**src/rtl/stream_xbar_pkg.sv**
```systemverilog
// Shared types and helpers for the stream crossbar blocks.
package stream_xbar_pkg;

   typedef enum logic {
      IDLE,
      LOCKED
   } arb_state_e;

   // Index width for n items, never narrower than one bit.
   function automatic int unsigned idx_w(input int unsigned n);
      return (n <= 1) ? 1 : $clog2(n);
   endfunction

endpackage

```
**src/rtl/rr_prio_pick.sv**
```systemverilog
// Round-robin first-set-bit picker: searches req from ptr upward, then wraps to 0.
module rr_prio_pick #(
   parameter int unsigned N  = 4,
   parameter int unsigned IW = 2
) (
   input  logic [N-1:0]  req,
   input  logic [IW-1:0] ptr,
   output logic [N-1:0]  onehot,
   output logic [IW-1:0] idx
);

   logic [N-1:0] mask;
   logic [N-1:0] masked;
   logic [N-1:0] src;
   logic         found;

   always_comb begin
      mask = '0;
      for (int unsigned i = 0; i < N; i++) begin
         mask[i] = (IW'(i) >= ptr);
      end
      masked = req & mask;
      // Masked bits win; fall back to the unmasked search when nothing sits at or above ptr.
      src    = (|masked) ? masked : req;

      onehot = '0;
      idx    = '0;
      found  = 1'b0;
      for (int unsigned i = 0; i < N; i++) begin
         if (src[i] && !found) begin
            onehot[i] = 1'b1;
            idx       = IW'(i);
            found     = 1'b1;
         end
      end
   end

endmodule

```
**src/rtl/stream_rr_arb.sv**
```systemverilog
// Per-output-port stream arbiter: round-robin grant, locked for a whole packet.
module stream_rr_arb
   import stream_xbar_pkg::*;
#(
   parameter  int unsigned NUM_REQUEST = 4,
   parameter  int unsigned DATA_WIDTH  = 32,
   localparam int unsigned IW          = idx_w(NUM_REQUEST)
) (
   input  logic                              clk_i,
   input  logic                              rst_ni,
   input  logic [NUM_REQUEST-1:0]            s_valid_i,
   input  logic [NUM_REQUEST*DATA_WIDTH-1:0] s_data_i,
   input  logic [NUM_REQUEST-1:0]            s_last_i,
   output logic [NUM_REQUEST-1:0]            s_ready_o,
   output logic                              m_valid_o,
   output logic [DATA_WIDTH-1:0]             m_data_o,
   output logic                              m_last_o,
   input  logic                              m_ready_i,
   output logic [NUM_REQUEST-1:0]            grant_o,
   output logic [IW-1:0]                     grant_idx_o,
   output logic                              busy_o
);

   arb_state_e             state_q, state_d;
   logic [IW-1:0]          ptr_q, ptr_d;
   logic [NUM_REQUEST-1:0] grant_q, grant_d;
   logic [IW-1:0]          grant_idx_q, grant_idx_d;

   logic [NUM_REQUEST-1:0] pick_onehot;
   logic [IW-1:0]          pick_idx;
   logic                   sel_valid;
   logic                   sel_last;
   logic                   last_hs;

   rr_prio_pick #(
      .N  (NUM_REQUEST),
      .IW (IW)
   ) u_pick (
      .req    (s_valid_i),
      .ptr    (ptr_q),
      .onehot (pick_onehot),
      .idx    (pick_idx)
   );

   always_comb begin
      sel_valid = 1'b0;
      sel_last  = 1'b0;
      m_data_o  = '0;
      for (int unsigned k = 0; k < NUM_REQUEST; k++) begin
         if (grant_idx_q == IW'(k)) begin
            sel_valid = s_valid_i[k];
            sel_last  = s_last_i[k];
            m_data_o  = s_data_i[k*DATA_WIDTH +: DATA_WIDTH];
         end
      end

      m_valid_o = 1'b0;
      m_last_o  = 1'b0;
      s_ready_o = '0;
      if (state_q == LOCKED) begin
         m_valid_o = sel_valid;
         m_last_o  = sel_last;
         s_ready_o = grant_q & {NUM_REQUEST{m_ready_i}};
      end
   end

   assign last_hs = m_valid_o & m_ready_i & m_last_o;

   always_comb begin
      state_d     = state_q;
      ptr_d       = ptr_q;
      grant_d     = grant_q;
      grant_idx_d = grant_idx_q;
      unique case (state_q)
         IDLE: begin
            if (|s_valid_i) begin
               state_d     = LOCKED;
               grant_d     = pick_onehot;
               grant_idx_d = pick_idx;
            end
         end
         LOCKED: begin
            if (last_hs) begin
               state_d = IDLE;
               grant_d = '0;
               // Explicit wrap so non-power-of-two counts never point past the last input.
               ptr_d   = (grant_idx_q == IW'(NUM_REQUEST - 1)) ? '0 : grant_idx_q + 1'b1;
            end
         end
         default: state_d = IDLE;
      endcase
   end

   always_ff @(posedge clk_i or negedge rst_ni) begin
      if (!rst_ni) begin
         state_q     <= IDLE;
         ptr_q       <= '0;
         grant_q     <= '0;
         grant_idx_q <= '0;
      end else begin
         state_q     <= state_d;
         ptr_q       <= ptr_d;
         grant_q     <= grant_d;
         grant_idx_q <= grant_idx_d;
      end
   end

   assign grant_o     = grant_q;
   assign grant_idx_o = grant_idx_q;
   assign busy_o      = (state_q == LOCKED);

   a_grant_onehot: assert property (@(posedge clk_i) disable iff (!rst_ni)
      $onehot0(grant_o));
   a_grant_busy: assert property (@(posedge clk_i) disable iff (!rst_ni)
      ((grant_o != '0) == busy_o));
   a_ready_granted: assert property (@(posedge clk_i) disable iff (!rst_ni)
      ((s_ready_o & ~grant_o) == '0));

endmodule

```
**config.mk**
```make
export PLATFORM = sky130hd
export DESIGN_NAME = stream_rr_arb
export DESIGN_NICKNAME = d
export VERILOG_FILES = /design/src/rtl/stream_xbar_pkg.sv /design/src/rtl/rr_prio_pick.sv /design/src/rtl/stream_rr_arb.sv
export SDC_FILE = /design/constraint.sdc
export NUM_CORES = 1
export LEC_CHECK = 0
export CAP_MARGIN = 20
export CORE_UTILIZATION = 27
export DETAILED_ROUTE_END_ITERATION = 16
export PLACE_DENSITY = 0.79
export SLEW_MARGIN = 20
export SYNTH_ARGS = -nofsm -noshare
export SYNTH_HDL_FRONTEND = slang
export SYNTH_SLANG_ARGS = --single-unit
```
**constraint.sdc**
```tcl
create_clock -name clk_i -period 2.75 [get_ports clk_i]
set_clock_uncertainty 0.2 [all_clocks]
set_input_delay 0.55 -clock clk_i [delete_from_list [all_inputs] [get_ports clk_i]]
set_output_delay 0.55 -clock clk_i [all_outputs]
set_load 0.02 [all_outputs]
```
Word level (Yosys, flattened, before mapping):

Cells that the tools add are included.
Widths: inputs -> output; s select.

* bits of input ports: 139
* register bits: 9

* add/subtract/negate cells: 1
* equal/unequal tests: 5
* reduce and logical (&&, ||, !) cells: 12
* $lt $le $gt $ge: 4
* bitwise logic cells: 5
* muxes and demuxes: 32

Operators by type and width (number)
* $mux 32: 4
* $mux 1: 19
* $mux 4: 4
* $and 4x4->4: 2
* $pmux 4 s2: 1
* $reduce_or 4->1: 2
* $mux 2: 3
* $reduce_and 2->1: 3
* $eq 2x2->1 const B: 2
* $ge 1x2->1 const A: 2
* $ge 2x2->1 const A: 2
* $logic_and 1x1->1: 3
* $logic_not 1->1: 3
* $add 2x1->2 const B: 1
* $and 1x1->1: 2
* $eq 2x1->1 const B: 1
* $logic_not 2->1: 1
* $ne 2x1->1 const B: 1
* $ne 2x2->1 const B: 1
* $pmux 1 s2: 1
* $not 1->1: 1

Depth between registers and ports, before layout:

* depth after elaboration: 16
* mapped depth: 7

Hierarchy:

From an unflattened synthesis, not the netlist that was laid out.

* cell total of the unflattened synthesis: 314
* area total of the unflattened synthesis: 1881.8 µm²

By module, submodules not included
* stream_rr_arb: cells an instance 283, times used 1, area each 1657.8 µm², seq. area each 225.2 µm²
* rr_prio_pick: cells an instance 31, times used 1, area each 224.0 µm², seq. area each 0.0 µm²

Worst setup path before layout:

No wires, ideal clock.

* path kind: register to output
* from: reg grant_idx_q[0] (netlist: grant_idx_o[0])
* to: out m_data_o[0]
* slack: -0.017 ns
* data required time: 2.000 ns
* stages on the path, launching flop included: 8
* path buffers: 2
* arrival: 2.017 ns
* cells stage by stage: dfrtp_1 > inv_1 > ha_1 > buf_4 > inv_1 > clkbuf_1 > nor2_1 > o31ai_1

* longest elaborated chain between the ends: 5
* elaborated cells between the ends (all ways): 8
* those cells by class: eq/ne: 3; mux: 4; reduce/logical: 1

RTL lines
* from (decl): line stream_rr_arb.sv:27 `logic [IW-1:0] grant_idx_q, grant_idx_d;`
* from (signal assigned): line stream_rr_arb.sv:104 `grant_idx_q <= grant_idx_d;`
* $logic_not 2->1: line stream_rr_arb.sv:50 `if (grant_idx_q == IW'(k)) begin`
* $mux 32 (3 in a row): line stream_rr_arb.sv:50
* $mux 32 *: line stream_rr_arb.sv:50
* to (decl): line stream_rr_arb.sv:16 `output logic [DATA_WIDTH-1:0] m_data_o,`

Every way passes the cells marked *; elsewhere a longest branch is shown, timed or not.

Worst setup path in the final report:

* from: reg grant_idx_q[0] (netlist: grant_idx_o[0])
* to: out m_data_o[4]

Same word-level chain as after synthesis.

==> flow_results.org <==
** Worst setup path
- For this run, the slowest stage of the critical path takes 390 ps.
- Cell with the largest stage delay on the worst path :: sky130_fd_sc_hd__dfrtp_1
- Top delay family on crit path :: buffers and inverters
- Number of buffer and inverter instances along the worst setup path :: 4
- Kind of start point of the critical path :: flop
- Data required, critical path :: 2000 ps
- Cells along the critical path :: buf_4 > ha_2 > buf_4 > buf_4 > o31ai_2 > dlygate4sd2_1
- In this run the worst path has a maximum fanout of 10.
- Critical Path AT :: 1960 ps
- The setup path with the least slack is of type reg2out.
- By instance count, the cell type seen most on the critical path is sky130_fd_sc_hd__buf_4.
- STA classifies the critical path endpoint as an output port.

** GRT
- First-pass GRT wire length :: 12800 um
- Number of antenna violations at the first check in global routing :: 0
- Global-route usage over all layers :: 0.2660
- The via count of the first global-routing pass was 2644.
- Entering global routing, the biggest net connects 25 pins.
- Global route total overflow :: 0

** Clock tree
- The cell sitting at the root of the clock tree is a sky130_fd_sc_hd__clkbuf_8.
- In this run, CTS created clock tree buffers numbering 3.
- Maximum count of clock buffers along a single path :: 2
- Worst-Skew Late Latency :: 240 ps
- The clock net in this run drives a total of 9 sinks.
- CTS built an H-tree with a depth of 1.
- Clock-pin slew on the worst setup and hold paths :: 40 ps
- TritonCTS clock tree :: built

** Floorplan
- X dimension of the die :: 77.84 um
- Measured along the y axis, the die boundary spans 77.84 um.
- The initialized floorplan defines 27 standard-cell rows.
- Boundary Pins :: 184
- The region available for standard cell placement spans 0.005540 mm2.
- For this configuration, the core starts out at a cell density of 0.2803.
- Full die area :: 0.006058 mm2

** Yosys
- Dominant cell by count in the synthesized netlist :: sky130_fd_sc_hd__nor2_1
- The share of synthesized area in the top cell type comes to 0.1749.
- A synthesized cell averages 6.932 um2.
- The number of nets in the synthesized netlist is 367.
- The synthesized design contains 9 register bits.
- Sequential element share of the synthesized area :: 0.1450
- Warnings, synthesis :: 0
- Primary flip-flop cell chosen by synthesis mapping :: sky130_fd_sc_hd__dfrtp_1
- Synthesized netlist cell count :: 224
- Share of async-settable or async-resettable flops after synthesis :: 1.000
- Largest area contributor in the netlist :: sky130_fd_sc_hd__a221oi_1
- After synthesis, the netlist uses 34 different library cells.
- The synthesized design contains 0 enable-type register cells.
- Yosys attributes the largest share of cell area to sky130_fd_sc_hd__a221oi_1 17%, sky130_fd_sc_hd__o31ai_1 15%, sky130_fd_sc_hd__dfrtp_1 15%.
- The commonest cells after synthesis are 37 x sky130_fd_sc_hd__nor2_1, 35 x sky130_fd_sc_hd__nand2_1, 32 x sky130_fd_sc_hd__o31ai_1.
- Synthesized area :: 0.001553 mm2

** Power and ir drop
- For this design the static power due to leakage is 1.612 nW.
- Worst vdd rail ir drop :: 0.0007189 V
- Power Dens Cells :: 1119 mW/mm2

** Finish
- After routing the design area is 0.003931 mm2.
- The layout has 465 filler cells.
- Growth of design area from synthesis to finish :: 153.2%
- Final standard cell utilization of the core :: 0.7096
- In the final layout, the share of cells above drive strength 1 is 0.2837.
- The repair_antennas step left the layout with diodes totalling 0.
- Post-layout net count :: 567

** STA
- Shortest period the worst path allows :: 2714 ps
- For the pin with the worst max-slew slack, the measured transition is 445.1 ps.
- Setup violations remaining at the end of the flow were counted as 0.
- Timing would allow up to 0.3684 GHz.
- Hold is met by 325.3 ps.
- The final-report hold violation count is 0.
- Dividing the final minimum period by the clock period gives 0.9870.
- The count of pins over their slew limit came to 0.
- Setup repair after global routing could not meet its margin everywhere.
- Worst max-slew margin expressed relative to the limit :: 0.7033

** Detailed routing
- The final route contains 2689 vias.
- WL final :: 8504 um
- Dividing the detail-routed via count by the number of cells gives 5.432.
- Dividing the detail-routed wire length by the instance count gives 17.18 um.
- For this block, the initial DRC count from the detailed router was 41.
- Once detail routing completed, the nets flagged for antenna violations numbered 0.
- For this run, the detailed router's first-pass iteration total came to 4.
- After detailed routing, the number of remaining DRC violations is 0.

** Min path
- Path class of the lowest-slack min-delay path :: reg2reg

** Placed design
- The placed instances occupy a cell area of 0.003861 mm2.
- Port-buffer cells :: 183
- Once detailed placement completed, the half-perimeter wirelength came to 6501 um.
- Final Wtd Congestion :: 0.8885

** Run
- Across the run, the number of max-cap violations was 0.

** Outcome
- The run finished with clean final reports.
-- logic make-up after synthesis --
family,count (synthesis),synth area share
AOI/OAI and AO/OA,90,0.4577
adders and majority gates,4,0.03223
buffers and inverters,28,0.07816
DFF,9,0.1450
muxes,1,0.009667
and+or+nand+nor,92,0.2772
-- state kept, by name, summed over array words and instances (netlist names) --
register / flops
busy_o: 1
grant_idx_o: 2
grant_o: 4
ptr_q: 2
-- layout by cell type, fill, tap and decap left out, types with 6 or more instances in the layout --
| cell type | netlist | routed |
|---|---|---|
| sky130_fd_sc_hd__a221oi_2 | 0 | 14 |
| sky130_fd_sc_hd__buf_4 | 1 | 28 |
| sky130_fd_sc_hd__dlygate4sd2_1 | 0 | 6 |
| sky130_fd_sc_hd__nand2_1 | 35 | 35 |
| sky130_fd_sc_hd__clkdlybuf4s15_2 | 0 | 6 |
| sky130_fd_sc_hd__buf_12 | 0 | 6 |
| sky130_fd_sc_hd__a221oi_1 | 31 | 17 |
| sky130_fd_sc_hd__clkdlybuf4s50_1 | 0 | 149 |
| sky130_fd_sc_hd__clkbuf_2 | 0 | 15 |
| sky130_fd_sc_hd__nor2_1 | 37 | 37 |
| sky130_fd_sc_hd__dfrtp_1 | 9 | 9 |
| sky130_fd_sc_hd__a21oi_1 | 7 | 7 |
| sky130_fd_sc_hd__o31ai_2 | 0 | 30 |
-- final timing paths --
check | startpoint | to | slack [ps] | depth (start not counted)
max | grant_idx_o[0]$_DFFE_PN0P_ | m_data_o[4] | 40 | 6
min | grant_o[1]$_DFFE_PN0P_ | grant_o[1]$_DFFE_PN0P_ | 330 | 1
max reg2reg | grant_idx_o[0]$_DFFE_PN0P_ | grant_o[3]$_DFFE_PN0P_ | 530 | 8
min reg2reg | grant_o[1]$_DFFE_PN0P_ | grant_o[1]$_DFFE_PN0P_ | 330 | 1
max in group asynchronous | rst_ni | grant_idx_o[0]$_DFFE_PN0P_ | 1650 | 1
min in group asynchronous | rst_ni | grant_o[0]$_DFFE_PN0P_ | 410 | 1
-- stage by stage --
stage | power, mW | instances | worst slack, ps | setup TNS, ps
2_1_floorplan | 2.502 | 224 | 84.17 | 0
3_3_place_gp | 4.375 | 490 | -257.0 | -727.6
3_5_place_dp | 4.409 | 490 | -267.7 | -1536
4_1_cts | 4.440 | 495 | 2.129 | 0
5_1_grt | 4.686 | 495 | -46.31 | -178.2
6_report | 4.401 | 495 | 35.70 | 0
-- power breakdown --
part,internal (mW),switching [mW]
clock,0.101,0.0574
sequential,0.191,0.0820
combinational,1.83,2.14
total,2.12,2.28
-- layer usage --
metal / vias to the layer above / share of wire / GRT usage
met2: 135 / 0.51 / 0.4973
met4: 0 / 0.037 / 0.1151
met5: - / 0 / 0
met3: 31 / 0.077 / 0.05765
li1: 1266 / - / -
met1: 1257 / 0.37 / 0.2836
-- worst reg2reg max path, cell delays in order, from the launching register on --
cell                        delay, ps
sky130_fd_sc_hd__dfrtp_1          390
sky130_fd_sc_hd__buf_4            160
sky130_fd_sc_hd__ha_2             210
sky130_fd_sc_hd__buf_4            190
sky130_fd_sc_hd__nor3b_1          230
sky130_fd_sc_hd__a211oi_2          80
sky130_fd_sc_hd__buf_4            150
sky130_fd_sc_hd__a41oi_1          370
sky130_fd_sc_hd__o2bb2ai_1        170
-- final cells by class --
class                      instances  area [um2]  share of cell area
timing repair buffer             219        2090              0.5315
multi-input combinational        187        1466              0.3730
sequential                         9       225.2             0.05729
tap                               72       90.09             0.02292
clock buffer                       4       45.04             0.01146
inverter                           4       15.01            0.003819
-- timing repair --
action                     in CTS  in global routing
hold buffers                    0                  0
setup buffers                   1                  0
setup endpoints to repair      34                 34
pin swaps                       1                  0
gates resized for setup        76                 37
Note: power is estimated with default switching activity, not from simulation.
